**src/rtl/fifo_flex_pkg.sv**
```systemverilog
// Shared definitions for the fifo_flex stream FIFO: width helpers, parameter
// legality check and the transfer encoding used by the level update.
package fifo_flex_pkg;

  // Never returns 0, so a 1-entry range still gets a 1-bit register.
  function automatic int width_of(input int n);
    int w;
    w = $clog2(n);
    return (w < 1) ? 1 : w;
  endfunction

  function automatic int ptr_width(input int depth);
    return width_of(depth);
  endfunction

  function automatic int lvl_width(input int depth);
    return width_of(depth + 1);
  endfunction

  function automatic bit params_legal(input int depth, input int afull, input int aempty);
    return (depth >= 2) && (afull >= 1) && (afull <= depth) &&
           (aempty >= 0) && (aempty <= depth - 1);
  endfunction

  typedef enum logic [1:0] {
    XFER_NONE = 2'b00,
    XFER_WR   = 2'b01,
    XFER_RD   = 2'b10,
    XFER_BOTH = 2'b11
  } xfer_e;

endpackage

```
**src/rtl/fifo_wrap_ptr.sv**
```systemverilog
// Modulo-N pointer with increment enable and synchronous clear; wraps from
// N-1 back to 0 by explicit compare, so N need not be a power of two.
module fifo_wrap_ptr
  import fifo_flex_pkg::*;
#(
  parameter int N = 8,
  localparam int W = ptr_width(N)
) (
  input  logic         clk,
  input  logic         rst,
  input  logic         clr,
  input  logic         inc,
  output logic [W-1:0] ptr
);

  localparam logic [W-1:0] LAST = W'(N - 1);

  always_ff @(posedge clk) begin
    if (rst || clr) begin
      ptr <= '0;
    end else if (inc) begin
      ptr <= (ptr == LAST) ? '0 : ptr + 1'b1;
    end
  end

endmodule

```
**src/rtl/fifo_flex.sv**
```systemverilog
// Synchronous valid/ready FIFO with arbitrary depth, programmable almost
// thresholds, live level and flush; the head word lives in a registered odata.
module fifo_flex
  import fifo_flex_pkg::*;
#(
  parameter int DATA_WIDTH    = 8,
  parameter int FIFO_DEPTH    = 8,
  parameter int AFULL_THRESH  = FIFO_DEPTH - 1,
  parameter int AEMPTY_THRESH = 1,
  localparam int LVL_WIDTH    = lvl_width(FIFO_DEPTH)
) (
  input  logic                  clk,
  input  logic                  rst,
  input  logic                  flush,
  input  logic [DATA_WIDTH-1:0] idata,
  input  logic                  ivalid,
  output logic                  iready,
  output logic [DATA_WIDTH-1:0] odata,
  output logic                  ovalid,
  input  logic                  oready,
  output logic                  full,
  output logic                  almost_full,
  output logic                  almost_empty,
  output logic [LVL_WIDTH-1:0]  level
);

  localparam int PTR_WIDTH = ptr_width(FIFO_DEPTH);
  localparam logic [LVL_WIDTH-1:0] DEPTH_L = LVL_WIDTH'(FIFO_DEPTH);
  localparam logic [LVL_WIDTH-1:0] AF_L    = LVL_WIDTH'(AFULL_THRESH);
  localparam logic [LVL_WIDTH-1:0] AE_L    = LVL_WIDTH'(AEMPTY_THRESH);

  if (!params_legal(FIFO_DEPTH, AFULL_THRESH, AEMPTY_THRESH)) begin : g_bad_params
    $error("fifo_flex: illegal FIFO_DEPTH or threshold parameter");
  end

  logic [DATA_WIDTH-1:0] mem [FIFO_DEPTH];
  logic [PTR_WIDTH-1:0]  wr_ptr, rd_ptr;
  logic [LVL_WIDTH-1:0]  mem_cnt, mem_cnt_next, level_next;
  logic                  wr, rd, load;
  xfer_e                 xfer;

  // mem_cnt counts words still in the array, i.e. level minus the output word.
  always_comb begin
    wr           = ivalid & iready & ~flush & ~rst;
    rd           = ovalid & oready & ~flush & ~rst;
    load         = (~ovalid | rd) & (mem_cnt != '0);
    xfer         = xfer_e'({rd, wr});
    level_next   = level;
    case (xfer)
      XFER_WR: level_next = level + 1'b1;
      XFER_RD: level_next = level - 1'b1;
      default: level_next = level;
    endcase
    mem_cnt_next = mem_cnt + LVL_WIDTH'(wr) - LVL_WIDTH'(load);
  end

  always_ff @(posedge clk) begin
    if (rst) begin
      level        <= '0;
      mem_cnt      <= '0;
      iready       <= 1'b1;
      ovalid       <= 1'b0;
      odata        <= '0;
      full         <= 1'b0;
      almost_full  <= 1'b0;
      almost_empty <= 1'b1;
    end else if (flush) begin
      level        <= '0;
      mem_cnt      <= '0;
      iready       <= 1'b1;
      ovalid       <= 1'b0;
      full         <= 1'b0;
      almost_full  <= 1'b0;
      almost_empty <= 1'b1;
    end else begin
      level        <= level_next;
      mem_cnt      <= mem_cnt_next;
      iready       <= (level_next < DEPTH_L);
      full         <= (level_next == DEPTH_L);
      almost_full  <= (level_next >= AF_L);
      almost_empty <= (level_next <= AE_L);
      if (~ovalid | rd) begin
        ovalid <= load;
      end
      if (load) begin
        odata <= mem[rd_ptr];
      end
    end
  end

  always_ff @(posedge clk) begin
    if (wr) begin
      mem[wr_ptr] <= idata;
    end
  end

  fifo_wrap_ptr #(.N(FIFO_DEPTH)) u_wr_ptr (
    .clk (clk),
    .rst (rst),
    .clr (flush),
    .inc (wr),
    .ptr (wr_ptr)
  );

  fifo_wrap_ptr #(.N(FIFO_DEPTH)) u_rd_ptr (
    .clk (clk),
    .rst (rst),
    .clr (flush),
    .inc (load),
    .ptr (rd_ptr)
  );

endmodule

```
**config.mk**
```make
export PLATFORM = sky130hd
export DESIGN_NAME = fifo_flex
export DESIGN_NICKNAME = d
export VERILOG_FILES = /design/src/rtl/fifo_flex_pkg.sv /design/src/rtl/fifo_wrap_ptr.sv /design/src/rtl/fifo_flex.sv
export SDC_FILE = /design/constraint.sdc
export NUM_CORES = 1
export LEC_CHECK = 0
export CAP_MARGIN = 20
export CORE_MARGIN = 1
export CORE_UTILIZATION = 46
export DETAILED_ROUTE_END_ITERATION = 10
export PLACE_DENSITY = 0.65
export SKIP_LAST_GASP = 1
export SYNTH_ARGS = -nofsm -noshare
export SYNTH_HDL_FRONTEND = slang
export SYNTH_SLANG_ARGS = --single-unit
```
**constraint.sdc**
```tcl
create_clock -name clk -period 3 [get_ports clk]
set_input_delay 0.6 -clock clk [delete_from_list [all_inputs] [get_ports clk]]
set_output_delay 0.6 -clock clk [all_outputs]
set_load 0.02 [all_outputs]
```
==> impl_results.md <==
- Die ar.: 8550 um^2
- Worst setup endpoint: full
- Crit share post-route: 0.932
- Bufs and invs on worst path: 1
- Clock Tree Buf Depth: 2
- Post-synth cell types: 43
- # fillers: 635
- N_diodes: 0
- Vias per cell: 5.20
- Leading cell types by count after synthesis: edfxtp_1 (64), dfxtp_1 (27), nor2_1 (23), mux4_2 (16)
- Global-route usage over all layers: 0.166
- Wire length of the first global-routing pass: 10.5 mm
- #FFs+latches synth: 91
- Maximum Capacitance Violations: 0
- Yosys warns: 0
- Routed Antenna Nets: 0
- Largest family of logic cells by synthesized area: multiplexers
- FP Rows: 32
- Max_slew headroom: 0.437
- DRC: 0
- Leak: 1.52 nW
- Setup-failing EPs final: 0
- Pre-antenna DRT Iters: 4
- Simple-gate area share of the yosys netlist: 0.0824
- Mapped Area: 3760 um^2
- Clock transition at the registers of the reported paths: roughly 0.10 ns
- CP Launch Point: rst
- Worst R2R Path Depth: 11
- Clock Latency Late Sink: 0.35 ns
- Most frequent cell after synthesis: edfxtp_1
- Setup_tns: 0 ns
- Max Fclk: 358 MHz
- Pwr/cell area: 718 nW/um^2
- Reg-to-reg slack, setup: 0.68 ns
- Initial Utilization: 0.482
- Placed instance area: 4260 um^2
- Critical path depth: 10
- Type of element launching the critical path: input pin
- Worst setup margin: 0.204 ns
- CTS tree: built
- Pre-CTS setup slack: -0.130 ns
- Synth Flop Type: edfxtp_1
- Maximum net fanout on the critical path: 5
- R2r startpoint: mem_cnt[2]
- Share of cells above drive strength 1: 0.193
- Synthesized netlist cell count: 243
- Top delay family on crit path: compound AO/OA/AOI/OAI gates
- CTS-repair resized insts: 0
- Number of DRC markers in iteration 0: 64
- Drt wl/cell: roughly 16 um
- Post-route cell area: 4470 um^2
- Nets@finish: 316
- Core Region: 7810 um^2
- Seq. cell area: 2460 um^2
- Peak supply drop: 0.000402 V
- Maximum clock skew at final layout: ~0.013 ns
- Worst Max-Slew Pin Slew: ~0.84 ns
- Grt total ovfl: 0
- Syn Nets: 269
- Slowest CP cell: clkdlybuf4s50_1
- Pin count of the biggest net entering global routing: 20
- RSZ-0062 raised after global routing: false
- HP Class: reg2reg
- Layout area overhead: 18.7%
- Post-synthesis sequential area ratio: 0.654
- WS Path Type: in2reg
- Min cycle time layout: between 2 and 3 ns
- Num CTS Buffers: 9
- Critical path required time: between 3 and 4 ns
- Clk root buf: clkbuf_8
- CP peak stage delay: 0.47 ns
- Final hold viol count: 0
- Vias in the first global route: 2,022
- Post-synth EDFFs: 64
- Most frequent CP cell: ha_1
- Arr. time, crit path: 3.07 ns
- Die width: between 90 and 100 um
- Compound-Gate Fraction of Synth Area: 0.0482
- Sink Count: 91
- Cell taking the most area after synthesis: edfxtp_1
- I/O pin count: 30
- Die height: 92.5 um
- WL final: 6.45 mm
- Crit. End Element: register
- Critical path, cell by cell: clkdlybuf4s50_1, nor2_1, nand3_1, ha_1, xor2_1, ha_1, a21oi_1, xnor3_1, o31a_1, a211oi_2
- Post-synthesis adder-cell area fraction: 0.0452
- Mux cell area share after synthesis: 0.128
- Xor and xnor area share after synthesis: 0.0176
- Share of flip-flops with an asynchronous set or reset: 0
- Largest cells by area after synthesis: edfxtp_1 (51%), dfxtp_1 (14%), mux4_2 (9.6%), ha_1 (4.0%), mux2i_1 (3.2%)
- Slew Viols, Final: 0
- Multi-input gate area: ~1200 um^2
- H-tree depth: 3
- Reg2reg end: mem_cnt[2]
- Via count: 2,064
- Hpwl dp: 4.25 mm
- Post-CTS setup buffer count: 0
- Post-CTS Hold Buffers: 0
- Initial antenna violation count: 0
- GPL Wtd Cong: roughly 0.77
- Syn Area/Cell: 15.5 um^2
- Status: completed
- Hold path startpoint: odata[0]
- Top-area cell type share of the netlist area: 0.511
- Port-buffer cells: 29
-- worst min-delay path by stage --
stage / to / slack [ns] / depth (start not counted)
5_1_grt: odata[3] / 0.54 / 2
3_3_place_gp: odata[6] / 0.49 / 2
6_report: odata[0] / 0.51 / 2
2_1_floorplan: u_wr_ptr.ptr[0] / 0.51 / 2
4_1_cts: odata[0] / 0.51 / 2
3_5_place_dp: odata[0] / 0.50 / 2
-- area by class of cell --
type,instances,share of cell area
multi-input combinational,132,0.271
sequential,91,0.551
inverter,8,0.00672
clock inverter,7,0.0182
clock buffer,9,0.0277
timing repair buffer,48,0.0969
tap,102,0.0286
-- layer usage --
layer,up-vias,track usage,wire length (um)
met5,-,0,0
met2,30,0.260,3000
met1,1012,0.231,3260
li1,1017,-,-
met4,0,0.0391,40
met3,5,0.0443,150
-- through the flow --
stage / util / hold slack, ns / std cells / total power, mW
4_1_cts: 0.572 / 0.511 / 397 / 3.24
2_1_floorplan: - / 0.508 / 243 / 2.14
3_5_place_dp: 0.546 / 0.497 / 381 / 2.43
3_3_place_gp: 0.546 / 0.488 / 381 / 2.42
6_report: 0.572 / 0.506 / 397 / 3.21
5_1_grt: 0.572 / 0.542 / 397 / 3.40
-- power breakdown --
group          switching [mW]  total (mW)  internal, mW
registers              0.0587        1.49          1.43
clock network           0.483       0.816         0.333
logic                   0.432       0.899         0.467
-- cells by family (layout without fill, tap and decap cells) --
logic type	count (synthesis)	count (layout)
xor+xnor	6	6
fa+ha+maj	13	13
simple gates	60	60
mux	28	28
flops	91	91
compound gates	25	25
buf+inv	20	72
-- registers in the layout (all words and copies together), names as in the netlist, 3 cells and up --
register,count
mem,64
u_rd_ptr.ptr,3
mem_cnt,4
odata,8
level,4
u_wr_ptr.ptr,3
-- tightest hold or removal path, stage by stage (launching register included) --
cell and delay [ns]:
dfxtp_1 0.32, nor2_1 0.09, a211oi_1 0.05
-- placed cells by master (no fill, tap or decap), drive strengths merged, types with 2 or more instances in the layout --
cell	count
inv	11
nand3b	2
xor2	3
dfxtp	27
ha	12
a21oi	7
edfxtp	64
nor2	23
nand2	6
clkdlybuf4s50	29
buf	19
nand2b	5
nand3	3
mux4	16
mux2i	12
nor3	5
clkinv	4
and3	2
a211oi	10
xnor2	2
and2	4
o21ai	3
clkbuf	9
or3	2
Power figures use the tool's default switching activity.
